===== config.mk =====
export PLATFORM = sky130hd
export DESIGN_NAME = shift_seq_ctrl
export DESIGN_NICKNAME = d
export VERILOG_FILES = /design/src/rtl/shift_seq_pkg.sv /design/src/rtl/shift_seq_cnt.sv /design/src/rtl/shift_seq_ctrl.sv
export SDC_FILE = /design/constraint.sdc
export NUM_CORES = 1
export LEC_CHECK = 0
export ABC_AREA = 1
export CAP_MARGIN = 20
export CELL_PAD_IN_SITES_DETAIL_PLACEMENT = 0
export CELL_PAD_IN_SITES_GLOBAL_PLACEMENT = 1
export CORE_MARGIN = 3
export CORE_UTILIZATION = 37
export CTS_BUF_LIST = sky130_fd_sc_hd__clkbuf_16
export DETAILED_ROUTE_END_ITERATION = 6
export GPL_ROUTABILITY_DRIVEN = 1
export MAX_ROUTING_LAYER = met4
export PLACE_DENSITY_LB_ADDON = 0.12
export REMOVE_ABC_BUFFERS = 1
export SYNTH_ARGS = -nofsm -noshare
export SYNTH_HDL_FRONTEND = slang
export SYNTH_HIERARCHICAL = 1
export SYNTH_SLANG_ARGS = --single-unit

===== constraint.sdc =====
create_clock -name clk -period 2.3 [get_ports clk]
set_input_delay 0.575 -clock clk [delete_from_list [all_inputs] [get_ports clk]]
set_output_delay 0.575 -clock clk [all_outputs]
set_load 0.05 [all_outputs]

===== src/rtl/shift_seq_pkg.sv =====
// Shared encodings for the shift-register command sequencer.
// The opcode and sel encodings are identical, so a running op drives sel unchanged.
package shift_seq_pkg;

  localparam logic [1:0] OP_HOLD = 2'b00;
  localparam logic [1:0] OP_SHR  = 2'b01;
  localparam logic [1:0] OP_SHL  = 2'b10;
  localparam logic [1:0] OP_LOAD = 2'b11;

  localparam logic [1:0] SEL_HOLD = 2'b00;
  localparam logic [1:0] SEL_SHR  = 2'b01;
  localparam logic [1:0] SEL_SHL  = 2'b10;
  localparam logic [1:0] SEL_LOAD = 2'b11;

  typedef enum logic [1:0] {
    ST_IDLE = 2'b00,
    ST_RUN  = 2'b01,
    ST_DONE = 2'b10
  } state_e;

  function automatic logic [1:0] op_to_sel(input logic [1:0] op);
    logic [1:0] s;
    case (op)
      OP_SHR:  s = SEL_SHR;
      OP_SHL:  s = SEL_SHL;
      OP_LOAD: s = SEL_LOAD;
      default: s = SEL_HOLD;
    endcase
    return s;
  endfunction

  function automatic logic is_shift(input logic [1:0] op);
    return (op == OP_SHR) || (op == OP_SHL);
  endfunction

endpackage


===== src/rtl/shift_seq_cnt.sv =====
// Loadable down-counter that tracks the remaining shift cycles of a command.
// last_o flags the final drive cycle (count == 1).
module shift_seq_cnt #(
  parameter int CNT_W = 3
) (
  input  logic             clk,
  input  logic             rst,
  input  logic             load_i,
  input  logic [CNT_W-1:0] load_val_i,
  input  logic             dec_i,
  output logic             last_o
);

  logic [CNT_W-1:0] cnt_q;
  logic [CNT_W-1:0] cnt_d;

  always_comb begin
    cnt_d = cnt_q;
    if (load_i) begin
      cnt_d = load_val_i;
    end else if (dec_i && (cnt_q != '0)) begin
      cnt_d = cnt_q - CNT_W'(1);
    end
  end

  always_ff @(posedge clk) begin
    if (rst) begin
      cnt_q <= '0;
    end else begin
      cnt_q <= cnt_d;
    end
  end

  assign last_o = (cnt_q == CNT_W'(1));

endmodule


===== src/rtl/shift_seq_ctrl.sv =====
// Expands load/shift/hold commands into per-cycle drive for the 4-bit universal shift register.
// Optional rotate mode (cmd_rot, q_fb) is enabled by defining SHIFT_SEQ_ROTATE_EN.
module shift_seq_ctrl
  import shift_seq_pkg::*;
#(
  parameter int WIDTH = 4,
  parameter int CNT_W = 3
) (
  input  logic             clk,
  input  logic             rst,
  input  logic             cmd_valid,
  output logic             cmd_ready,
  input  logic [1:0]       cmd_op,
  input  logic [CNT_W-1:0] cmd_cnt,
  input  logic [WIDTH-1:0] cmd_data,
  input  logic             cmd_fill,
`ifdef SHIFT_SEQ_ROTATE_EN
  input  logic             cmd_rot,
  input  logic [WIDTH-1:0] q_fb,
`endif
  output logic [1:0]       sel,
  output logic [WIDTH-1:0] d,
  output logic             serial_in_left,
  output logic             serial_in_right,
  output logic             busy,
  output logic             done
);

  state_e           state_q, state_d;
  logic [1:0]       op_q, op_d;
  logic [WIDTH-1:0] data_q, data_d;
  logic             fill_q, fill_d;
  logic [1:0]       sel_q, sel_d;
  logic [WIDTH-1:0] dout_q, dout_d;
  logic             busy_q, busy_d;
  logic             done_q, done_d;
  logic             accept;
  logic             cnt_last;
  logic             left_bit;
  logic             right_bit;
`ifdef SHIFT_SEQ_ROTATE_EN
  logic             rot_q, rot_d;
`endif

  assign cmd_ready = (state_q == ST_IDLE) && !rst;
  assign accept    = cmd_valid && cmd_ready;

  shift_seq_cnt #(.CNT_W(CNT_W)) u_cnt (
    .clk        (clk),
    .rst        (rst),
    .load_i     (accept),
    .load_val_i (cmd_cnt),
    .dec_i      ((state_q == ST_RUN) && is_shift(op_q)),
    .last_o     (cnt_last)
  );

  // Outputs are computed from the next state so they line up with it after the edge.
  always_comb begin
    state_d = state_q;
    op_d    = op_q;
    data_d  = data_q;
    fill_d  = fill_q;
`ifdef SHIFT_SEQ_ROTATE_EN
    rot_d   = rot_q;
`endif
    case (state_q)
      ST_IDLE: begin
        if (accept) begin
          op_d   = cmd_op;
          data_d = cmd_data;
          fill_d = cmd_fill;
`ifdef SHIFT_SEQ_ROTATE_EN
          rot_d  = cmd_rot;
`endif
          if ((cmd_op == OP_HOLD) || (is_shift(cmd_op) && (cmd_cnt == '0))) begin
            state_d = ST_DONE;
          end else begin
            state_d = ST_RUN;
          end
        end
      end
      ST_RUN: begin
        if ((op_q == OP_LOAD) || cnt_last) begin
          state_d = ST_DONE;
        end
      end
      ST_DONE: state_d = ST_IDLE;
      default: state_d = ST_IDLE;
    endcase

    sel_d  = (state_d == ST_RUN) ? op_to_sel(op_d) : SEL_HOLD;
    dout_d = ((state_d == ST_RUN) && (op_d == OP_LOAD)) ? data_d : '0;
    busy_d = (state_d != ST_IDLE);
    done_d = (state_d == ST_DONE);
  end

  always_ff @(posedge clk) begin
    if (rst) begin
      state_q <= ST_IDLE;
      op_q    <= OP_HOLD;
      data_q  <= '0;
      fill_q  <= 1'b0;
      sel_q   <= SEL_HOLD;
      dout_q  <= '0;
      busy_q  <= 1'b0;
      done_q  <= 1'b0;
`ifdef SHIFT_SEQ_ROTATE_EN
      rot_q   <= 1'b0;
`endif
    end else begin
      state_q <= state_d;
      op_q    <= op_d;
      data_q  <= data_d;
      fill_q  <= fill_d;
      sel_q   <= sel_d;
      dout_q  <= dout_d;
      busy_q  <= busy_d;
      done_q  <= done_d;
`ifdef SHIFT_SEQ_ROTATE_EN
      rot_q   <= rot_d;
`endif
    end
  end

  // Rotation feeds the bit falling off the opposite end straight back in.
`ifdef SHIFT_SEQ_ROTATE_EN
  assign left_bit  = rot_q ? q_fb[WIDTH-1] : fill_q;
  assign right_bit = rot_q ? q_fb[0] : fill_q;
`else
  assign left_bit  = fill_q;
  assign right_bit = fill_q;
`endif

  assign serial_in_left  = (state_q == ST_RUN) && (op_q == OP_SHL) && left_bit;
  assign serial_in_right = (state_q == ST_RUN) && (op_q == OP_SHR) && right_bit;

  assign sel  = sel_q;
  assign d    = dout_q;
  assign busy = busy_q;
  assign done = done_q;

endmodule


* Word-level counts from Yosys, hierarchy flattened
Index checks and enable logic that the tools add are counted.
Widths: inputs -> output; s select.
** Storage, ports and cells
- Flip-flop bits (word level) :: 20
- Bits of input ports :: 13
- Word-level logic and storage cells :: 59
** Cells by class
- $add $sub $neg :: 1
- Equal/unequal tests :: 12
- Mux-type cells :: 11
- Bitwise operators :: 2
- Reductions and logical operators :: 24
** Operators by type and width (count)
- $eq 2x2->1 const B :: 6
- $eq 2x1->1 const B :: 5
- $logic_and 1x1->1 :: 10
- $mux 2 :: 5
- $mux 4 :: 2
- $mux 3 :: 2
- $pmux 2 s3 :: 1
- $logic_not 2->1 :: 2
- $logic_or 1x1->1 :: 4
- $pmux 2 s2 :: 1
- $reduce_bool 2->1 :: 2
- $reduce_or 2->1 :: 2
- $eq 3x1->1 const B :: 1
- $logic_not 3->1 :: 1
- $reduce_bool 3->1 :: 1
- $sub 3x1->3 const B :: 1
- $not 1->1 :: 2
- $reduce_and 2->1 :: 1
- $logic_not 1->1 :: 1

* Logic depth before layout (Yosys ltp)
Gate-level depths: netlist of run 1.
- Depth in word-level cells :: 11
- Depth in mapped cells :: 9
- Gate-level depth less buffers :: 9

* Cells and area by module
Netlist of run 1, hierarchy kept.
** By module, submodules not included
- shift_seq_ctrl :: instances 1, cells an instance 83, area each 729.4 µm²
- shift_seq_cnt :: instances 1, cells an instance 34, area each 231.5 µm²

* Worst setup path before layout of run 1
Ideal clock, no wire load.
- Path kind :: input to output
- Start :: input port rst
- End :: output port cmd_ready
- Arrival :: 1.516 ns
- Data required time :: 1.725 ns
- Slack :: 0.209 ns
- Stages on the path :: 4
- Path buffers :: 1
- Path through :: buf_6 > nor2_8 > inv_1 > nor2_1
** Between the ends
- Longest elaborated chain between the ends :: 2
** RTL lines
- from (decl) :: line shift_seq_ctrl.sv:10 : input logic rst,
- $logic_not 1->1 :: line shift_seq_ctrl.sv:45 : assign cmd_ready = (state_q == ST_IDLE) && !rst;
- $logic_and 1x1->1 :: line shift_seq_ctrl.sv:45
- to (decl) :: line shift_seq_ctrl.sv:12 : output logic cmd_ready,
No other way between the ends.

* Final worst setup path of run 1
Same ends and word-level chain as after synthesis.

==> impl_metrics.csv, run 1 <==
group,metric,value,unit
cts,numCtsBuffers,3,
floorplanning,dieArea,3240,um2
sta,slew_headroom,66.1,%
cells_and_area,num-fill-cells,233,
cells_and_area,layout_common_cells,"nor2_1, dfxtp_1, clkdlybuf4s50_1",
yosys,postSynthCellCount,117,
cells_and_area,syn2layout_area_growth,40.2,%
cts,cts_tree,"done",
sta,setup_violations,0,
setup_path,cp_data_arrival_time,1.62,ns
setup_path,r2r-start,"op_q[0]$_SDFF_PP0_",
global_routing,grt_max_degree,13,
sta,period_share,95.2,%
cts,clk_latency,0.25,ns
setup_path,r2r_setup_slack,0.81,ns
routing,drtIter0Drc,20,
cells_and_area,diodes,0,
floorplanning,start_util,41.1,%
pwr,p_per_area,727,nW/um2
sta,hold_viol_final,0,
routing,dr.pass1.iters,4,
global_routing,grt_pass1_vias,745,
routing,vias,778,
yosys,synthesis.area,961,um2
cells_and_area,regArea,400,um2
floorplanning,io_pins,24,
floorplanning,coreArea,2340,um2
yosys,synthTopCellsByArea,"dfxtp_1, ha_1, nor2_1",
routing,drc,0,
yosys,synth_top_area_cell,"dfxtp_1",
place,placed_cells,170,
worst_hold_path,hold_path_class,"reg2reg",
sta,setup-tns-final,0,ns
sta,period_minus_slack,2.19,ns
cts,cts_buffer_depth,2,
setup_path,worstSetupPathType,"in2out",
sta,slew_violations,0,
cts,post_cts_buffers,0,
setup_path,required,1.73,ns
setup_path,critPathLaunch,"rst",
cts,root_buffer,"clkbuf_16",
yosys,synth.avg_cell_area,8.21,um2
routing,drt-wirelength-per-cell,10.2,um
yosys,yosysTopAreaCellShare,41.7,%
setup_path,r2r.worst_path.cells,7,
setup_path,endpoint_kind,"output pin",
setup_path,cp_max_fo,3,
place,place.gp.congestion,0.717,
worst_hold_path,timing.hold.worst.start,"fill_q$_SDFFE_PP0P_",
routing,ant_nets,0,
global_routing,grt_pass1_wl,3080,um
global_routing,antenna_found_initial,0,
sta,fin_skew,0.00453,ns
cts,cts_resized,0,
cells_and_area,nNetsFinal,167,
run_status,status,"finished, final reports clean",
global_routing,grt_use_total,12.3,%
cts,clkTransAtPathRegs,0.06,ns
cts,cts_sinks,20,
pwr,irDropWorstVdd,0.000460,V
floorplanning,die_h,57.0,um
setup_path,r2r-end,"u_cnt/cnt_q[0]$_SDFFE_PP0P_",
worst_hold_path,min_path_cells,2,
floorplanning,rows,17,
floorplanning,die_x,57.0,um
yosys,ys.warnings.count,6,
yosys,ys_seq_area_share,41.7,%
place,dp_hpwl,1440,um
global_routing,overflow,0,
routing,wirelength,1780,um
sta,rsz0062_at_grt,"no",
cts,cts_max_level,1,
place,numPortBuffers,23,
sta,max_freq,0.457,GHz
worst_hold_path,worstHoldEndpoint,"fill_q$_SDFFE_PP0P_",
yosys,ys_seq_elements,20,
sta,tightest_slew,0.507,ns
cts,cts_hold_buffers,0,
pwr,p_leak,0.000623,uW
yosys,synth.distinct_cells,20,
setup_path,start_kind,"input port",
run,cap_violations,0,
cells_and_area,multiInputGateArea,478,um2
routing,viasPerCell,4.47,
cells_and_area,drive_above_1_share,15.8,%
cells_and_area,instances_no_fill,174,
area by class of cell:
type | instances | share of cell area (%)
Clock buffer | 3 | 5.57
Clock inverter | 1 | 2.23
Inverter | 19 | 5.29
Multi-Input combinational cell | 77 | 35.5
Sequential cell | 20 | 29.7
Tap cell | 28 | 2.60
Timing Repair Buffer | 26 | 19.1
synthesized netlist by cell type, drive strengths merged:
library cell / number
dfxtp: 20
nor2: 22
nand2: 22
a21oi: 6
nand4: 2
mux2i: 4
inv: 19
nor3: 1
nand3: 7
buf: 1
ha: 7
o21ai: 6
critical path, cell delays in order:
cell             delay [ns]
clkdlybuf4s50_1        0.51
nor2_8                 0.12
inv_1                  0.07
nor2_1                 0.18
buf_12                 0.17
registers in the layout, indices dropped and copies added, names as in the netlist:
| register | count |
|---|---|
| op_q | 2 |
| busy | 1 |
| data_q | 4 |
| state_q | 2 |
| u_cnt/cnt_q | 3 |
| fill_q | 1 |
| done | 1 |
| d | 4 |
| sel | 2 |
worst max path at each step:
stage,slack [ns],end,cells past startpoint
finish,0.11,cmd_ready,5
global route,0.07,cmd_ready,5
CTS,0.1,cmd_ready,5
detailed placement,0.10,cmd_ready,5
global placement,0.14,cmd_ready,5
floorplan,0.33,cmd_ready,3
stage by stage:
step                hold slack [ns]  cell area [um2]  utilization [%]  power [uW]  setup slack [ns]
finish                        0.476             1350             57.6         980             0.110
CTS                           0.484             1350             57.6         995            0.0976
floorplan                     0.450              950                -         467             0.334
global placement              0.471             1240             53.1         522             0.142
global route                  0.512             1350             57.6        1030            0.0654
detailed placement            0.476             1240             53.1         525             0.105
kinds of logic after synthesis:
logic type	share of synthesized area [%]
AND/OR/NAND/NOR	29.0
buffers and inverters	8.59
flip-flops	41.7
AO/OA/AOI/OAI	7.42
adder cells (fa/ha/maj)	9.11
multiplexers	4.17
metal layers:
metal	wire [um]	global-route usage, %
met1	855	15.3
met2	853	19.9
met3	66	2.71
met4	5	3.97
met5	0	-
power by group:
group / total (uW) / switching (uW) / internal (uW) / leakage [uW]
Sequential: 371 / 8.93 / 362 / 0.000163
Combinational: 145 / 80.9 / 63.9 / 0.000409
Clock: 464 / 119 / 345 / 0.0000511
Total: 980 / 209 / 771 / 0.000623
Note: power is estimated with default switching activity, not from simulation.
==> run 2: changes to the inputs <==
--- a/config.mk
+++ b/config.mk
@@ -10,10 +10,11 @@
 export CELL_PAD_IN_SITES_DETAIL_PLACEMENT = 0
 export CELL_PAD_IN_SITES_GLOBAL_PLACEMENT = 1
 export CORE_MARGIN = 3
-export CORE_UTILIZATION = 37
+export CORE_UTILIZATION = 42
 export CTS_BUF_LIST = sky130_fd_sc_hd__clkbuf_16
 export DETAILED_ROUTE_END_ITERATION = 6
-export GPL_ROUTABILITY_DRIVEN = 1
+export DONT_BUFFER_PORTS = 1
+export GPL_ROUTABILITY_DRIVEN = 0
 export MAX_ROUTING_LAYER = met4
 export PLACE_DENSITY_LB_ADDON = 0.12
 export REMOVE_ABC_BUFFERS = 1
==> run 2 against run 1 <==
Wire length fell by 3.5%. Via count down 9.1%. Clock power up 2%. Critical path type is now reg2out.
==> impl_metrics.csv, run 2 (synthesis results as in run 1) <==
group,metric,value,unit
cells_and_area,drive_above_1_share,16.3,%
setup_path,crit_top_cell,"nor2_1",
floorplanning,die_x,53.8,um
sta,period_minus_slack,1.91,ns
setup_path,r2r.worst_path.cells,7,
routing,top_layer,"met4",
cts,clkTransAtPathRegs,0.06,ns
sta,setup_violations,0,
setup_path,worstSetupPathType,"reg2out",
sta,setup-tns-final,0,ns
routing,wl_met2,842,um
floorplanning,dieArea,2900,um2
global_routing,overflow,0,
global_routing,grt_pass1_wl,3010,um
worst_hold_path,min_path_cells,1,
cts,clk_latency,0.25,ns
setup_path,start_kind,"register",
worst_hold_path,worstHoldEndpoint,"u_cnt/cnt_q[2]$_SDFFE_PP0P_",
sta,hold_ws,0.391,ns
cts,cts_max_level,1,
setup_path,r2r-end,"u_cnt/cnt_q[1]$_SDFFE_PP0P_",
sta,fin_skew,0.00114,ns
sta,slew_violations,0,
routing,wl_met3,76,um
setup_path,crit_slowest_cell,"dfxtp_1",
cts,cts_buffer_depth,2,
sta,rsz0062_at_grt,"no",
sta,setup_slack,0.390,ns
global_routing,grt_max_degree,13,
sta,period_share,83.0,%
sta,max_freq,0.524,GHz
pwr,p_per_area,853,nW/um2
run_status,status,"finished, final reports clean",
worst_hold_path,hold_path_class,"in2reg",
cells_and_area,nNetsFinal,144,
setup_path,cp_max_fo,5,
cts,cts_sinks,20,
setup_path,slowest_delay,0.38,ns
place,pre_cts_ws,0.663,ns
floorplanning,io_pins,24,
worst_hold_path,timing.hold.worst.start,"rst",
sta,slew_headroom,67.2,%
cells_and_area,diodes,0,
cts,post_cts_buffers,0,
cts,root_buffer,"clkbuf_16",
sta,hold_viol_final,0,
routing,wl_met1,788,um
routing,viasPerCell,4.71,
floorplanning,start_util,46.6,%
setup_path,path_cells,"inv_1, nor2_1, nand2_1, nor2_1, buf_4",
cells_and_area,layout_common_cells,"nor2_1, dfxtp_1, inv_1",
place,dp_hpwl,1370,um
place,numPortBuffers,0,
cts,cts_tree,"done",
floorplanning,rows,16,
pwr,irDropWorstVdd,0.000598,V
setup_path,endpoint_kind,"output pin",
routing,vias,707,
cts,cts_hold_buffers,0,
floorplanning,die_h,53.8,um
cells_and_area,syn2layout_area_growth,15.6,%
routing,drc,0,
global_routing,grt_use_total,15.1,%
cts,cts_resized,0,
routing,dr.pass1.iters,4,
setup_path,r2r_setup_slack,0.82,ns
setup_path,r2r-start,"op_q[0]$_SDFF_PP0_",
sta,tightest_slew,0.492,ns
routing,drt-wirelength-per-cell,11.4,um
routing,wirelength,1720,um
pwr,p_leak,0.000530,uW
global_routing,antenna_found_initial,0,
routing,drtIter0Drc,6,
pwr,power,948,uW
setup_path,required,1.73,ns
cts,numCtsBuffers,3,
global_routing,grt_pass1_vias,677,
setup_path,cp_data_arrival_time,1.33,ns
routing,ant_nets,0,
floorplanning,coreArea,2060,um2
run,cap_violations,0,
==> run 2: cell types whose count changed in the layout (fill, tap and decap cells not counted), sizes merged <==
cell	previous run	this run
clkdlybuf4s50	20	0
buf	6	3
==> run 2: through the flow <==
step | utilization [%] | cell area (um2) | std cells
floorplan | - | 950 | 116
global placement | 48.8 | 1010 | 146
CTS | 53.9 | 1110 | 150
global route | 53.9 | 1110 | 150
finish | 53.9 | 1110 | 150
detailed placement | 48.8 | 1010 | 146
==> run 2: worst max-delay path, delay by kind of cell, from the launching register on <==
kind | cells | cell delay, ns
buf+inv | 2 | 0.33
flops | 1 | 0.38
simple gates | 3 | 0.38
==> run 2: worst max-delay path by stage <==
stage | start | to | slack [ns] | cells after the start
finish | state_q[0]$_SDFF_PP0_ | serial_in_right | 0.39 | 5
global route | state_q[0]$_SDFF_PP0_ | serial_in_right | 0.27 | 5
CTS | state_q[0]$_SDFF_PP0_ | serial_in_right | 0.40 | 5
detailed placement | rst | cmd_ready | 0.66 | 4
global placement | rst | cmd_ready | 0.65 | 4
floorplan | rst | cmd_ready | 0.33 | 3
==> run 2: layer usage <==
metal	vias to the layer above	global-route usage, %
li1	377	-
met1	313	18.9
met5	-	-
met3	2	4.16
met4	0	5.11
met2	15	23.4
==> run 2: area by class of cell <==
class / instances / area [um2]
fillers: 206 / 951
multi-input cells: 77 / 478
flip-flops and latches: 20 / 400
clock buffers: 3 / 75.1
inverters: 19 / 71.3
well taps: 27 / 33.8
clock inverters: 1 / 30.0
repair buffers: 3 / 22.5
==> run 2: report_power, final <==
part,switching (uW),internal [uW],total (uW)
Combinational,60.4,35.6,96.0
Sequential,18.6,362,381
Clock,126,345,471
Total,205,743,948
==> run 3: changes to the inputs <==
==> constraint.sdc (replaced) <==
create_clock -name clk -period 1.85 [get_ports clk]
set_input_delay 0.4625 -clock clk [delete_from_list [all_inputs] [get_ports clk]]
set_output_delay 0.4625 -clock clk [all_outputs]
set_load 0.05 [all_outputs]
==> run 3 against run 2 <==
Power up 24%. Critical path type unchanged. Non-clock buffer count unchanged. Die area unchanged.
==> impl_metrics.csv, run 3 (synthesis results as in run 1) <==
group,metric,value,unit
sta,fin_skew,0.00156,ns
place,numPortBuffers,0,
pwr,power_frac_comb,10.1,%
place,place_area,1010,um2
routing,wirelength,1700,um
pwr,irDropWorstVdd,0.000680,V
sta,period_minus_slack,1.72,ns
global_routing,grt_pass1_wl,2910,um
cts,cts_buffer_depth,2,
sta,slew_violations,0,
floorplanning,coreArea,2060,um2
setup_path,endpoint,"serial_in_left",
cts,cts_resized,0,
cts,numCtsBuffers,3,
pwr,p_sw,250,uW
sta,max_freq,0.583,GHz
setup_path,r2r_setup_slack,0.37,ns
routing,drc,0,
floorplanning,start_util,46.6,%
sta,rsz0062_at_grt,"no",
pwr,p_seq_share,40.4,%
cells_and_area,final_common_cell,"dfxtp_1",
global_routing,grt_max_degree,13,
floorplanning,dieArea,2900,um2
pwr,p_per_area,1050,nW/um2
routing,viasPerCell,4.68,
setup_path,crit_slowest_cell,"dfxtp_1",
setup_path,r2r-end,"u_cnt/cnt_q[2]$_SDFFE_PP0P_",
setup_path,cp_data_arrival_time,1.25,ns
floorplanning,rows,16,
sta,period_share,92.7,%
run,cap_violations,0,
sta,tightest_slew,0.484,ns
cells_and_area,fin_util,54.0,%
routing,dr.pass1.iters,4,
routing,vias,702,
cts,cts_max_level,1,
setup_path,r2r.worst_path.cells,7,
sta,hold_ws,0.279,ns
sta,setup-tns-final,0,ns
place,dp_hpwl,1350,um
cells_and_area,diodes,0,
cts,root_buffer,"clkbuf_16",
setup_path,critPathLaunch,"state_q[0]$_SDFF_PP0_",
pwr,clockPowerShare,49.5,%
floorplanning,io_pins,24,
setup_path,r2r-start,"op_q[0]$_SDFF_PP0_",
cts,cts_sinks,20,
sta,slew_headroom,67.7,%
setup_path,required,1.39,ns
cells_and_area,nNetsFinal,144,
global_routing,grt_pass1_vias,691,
cts,cts_tree,"done",
sta,setup_violations,0,
routing,drt-wirelength-per-cell,11.3,um
cells_and_area,instances_no_fill,150,
global_routing,antenna_found_initial,0,
pwr,internal_power,923,uW
global_routing,overflow,0,
setup_path,slowest_delay,0.41,ns
worst_hold_path,hold_path_class,"in2reg",
cells_and_area,fin_area,1110,um2
setup_path,cp_top_family,"flip-flops",
cts,post_cts_buffers,0,
cells_and_area,layout_common_cells,"dfxtp_1, nor2_1, inv_1, nand2_1, ha_1",
setup_path,cp_max_fo,5,
cts,clkTransAtPathRegs,0.05,ns
place,placed_cells,146,
setup_path,endpoint_kind,"output pin",
run_status,status,"finished, final reports clean",
cts,clk_latency,0.25,ns
setup_path,path_cells,"inv_2, nor2_2, nand2_1, nor2_1, buf_4",
routing,ant_nets,0,
global_routing,grt_use_total,14.3,%
cts,cts_hold_buffers,0,
setup_path,critPathBufInv,2,
sta,hold_viol_final,0,
cells_and_area,syn2layout_area_growth,15.9,%
pwr,swShare,21.3,%
floorplanning,die_h,53.8,um
floorplanning,die_x,53.8,um
routing,drtIter0Drc,3,
setup_path,worstSetupPathType,"reg2out",
setup_path,path_depth,5,
pwr,p_leak,0.000530,uW
setup_path,start_kind,"register",
cells_and_area,drive_above_1_share,17.9,%
[run 3: cell types whose count changed in the layout (fill, tap and decap cells not counted)]
cell and delta:
inv_1 -1, inv_2 +1, nor2_1 -1, nor2_2 +1
[run 3: worst min path at each step]
stage | startpoint | to | slack, ns | cells past startpoint
2_1_floorplan | fill_q$_SDFFE_PP0P_ | fill_q$_SDFFE_PP0P_ | 0.45 | 2
3_3_place_gp | u_cnt/cnt_q[1]$_SDFFE_PP0P_ | u_cnt/cnt_q[1]$_SDFFE_PP0P_ | 0.47 | 2
3_5_place_dp | u_cnt/cnt_q[1]$_SDFFE_PP0P_ | u_cnt/cnt_q[1]$_SDFFE_PP0P_ | 0.47 | 2
4_1_cts | rst | u_cnt/cnt_q[1]$_SDFFE_PP0P_ | 0.27 | 1
5_1_grt | rst | data_q[3]$_SDFF_PP0_ | 0.28 | 1
6_report | rst | u_cnt/cnt_q[1]$_SDFFE_PP0P_ | 0.28 | 1
[run 3: per-layer routing]
| layer | GRT usage [%] | wire, um |
|---|---|---|
| met3 | 4.71 | 88 |
| met5 | - | 0 |
| met2 | 24.6 | 862 |
| met1 | 15.8 | 735 |
| met4 | 3.83 | 9 |
[run 3: worst register-to-register path, stage by stage (launching register included)]
cell	delay, ns
dfxtp_1	0.36
inv_1	0.07
ha_1	0.28
nor3_1	0.35
nand2_4	0.12
nand2_4	0.08
nand2_1	0.05
a21oi_1	0.11
[run 3: area by class of cell]
| type | instances | area [um2] |
|---|---|---|
| multi-input cells | 77 | 480 |
| fillers | 198 | 948 |
| repair buffers | 3 | 22.5 |
| clock buffers | 3 | 75.1 |
| inverters | 19 | 71.3 |
| flip-flops and latches | 20 | 400 |
| well taps | 27 | 33.8 |
| clock inverters | 1 | 30.0 |
[run 3: metrics by stage]
step | power [uW] | setup WS (ns)
final | 1170 | 0.135
after detailed placement | 605 | 0.291
after floorplan | 581 | 0.0700
after global placement | 603 | 0.303
after global routing | 1220 | 0.0124
after CTS | 1190 | 0.0191
[run 3: power by group through the flow]
stage	logic [uW]	clock network, uW	registers [uW]
floorplan	101	0	480
detailed placement	121	0	483
finish	119	580	474
CTS	122	592	474
global placement	120	0	483
global route	140	604	476
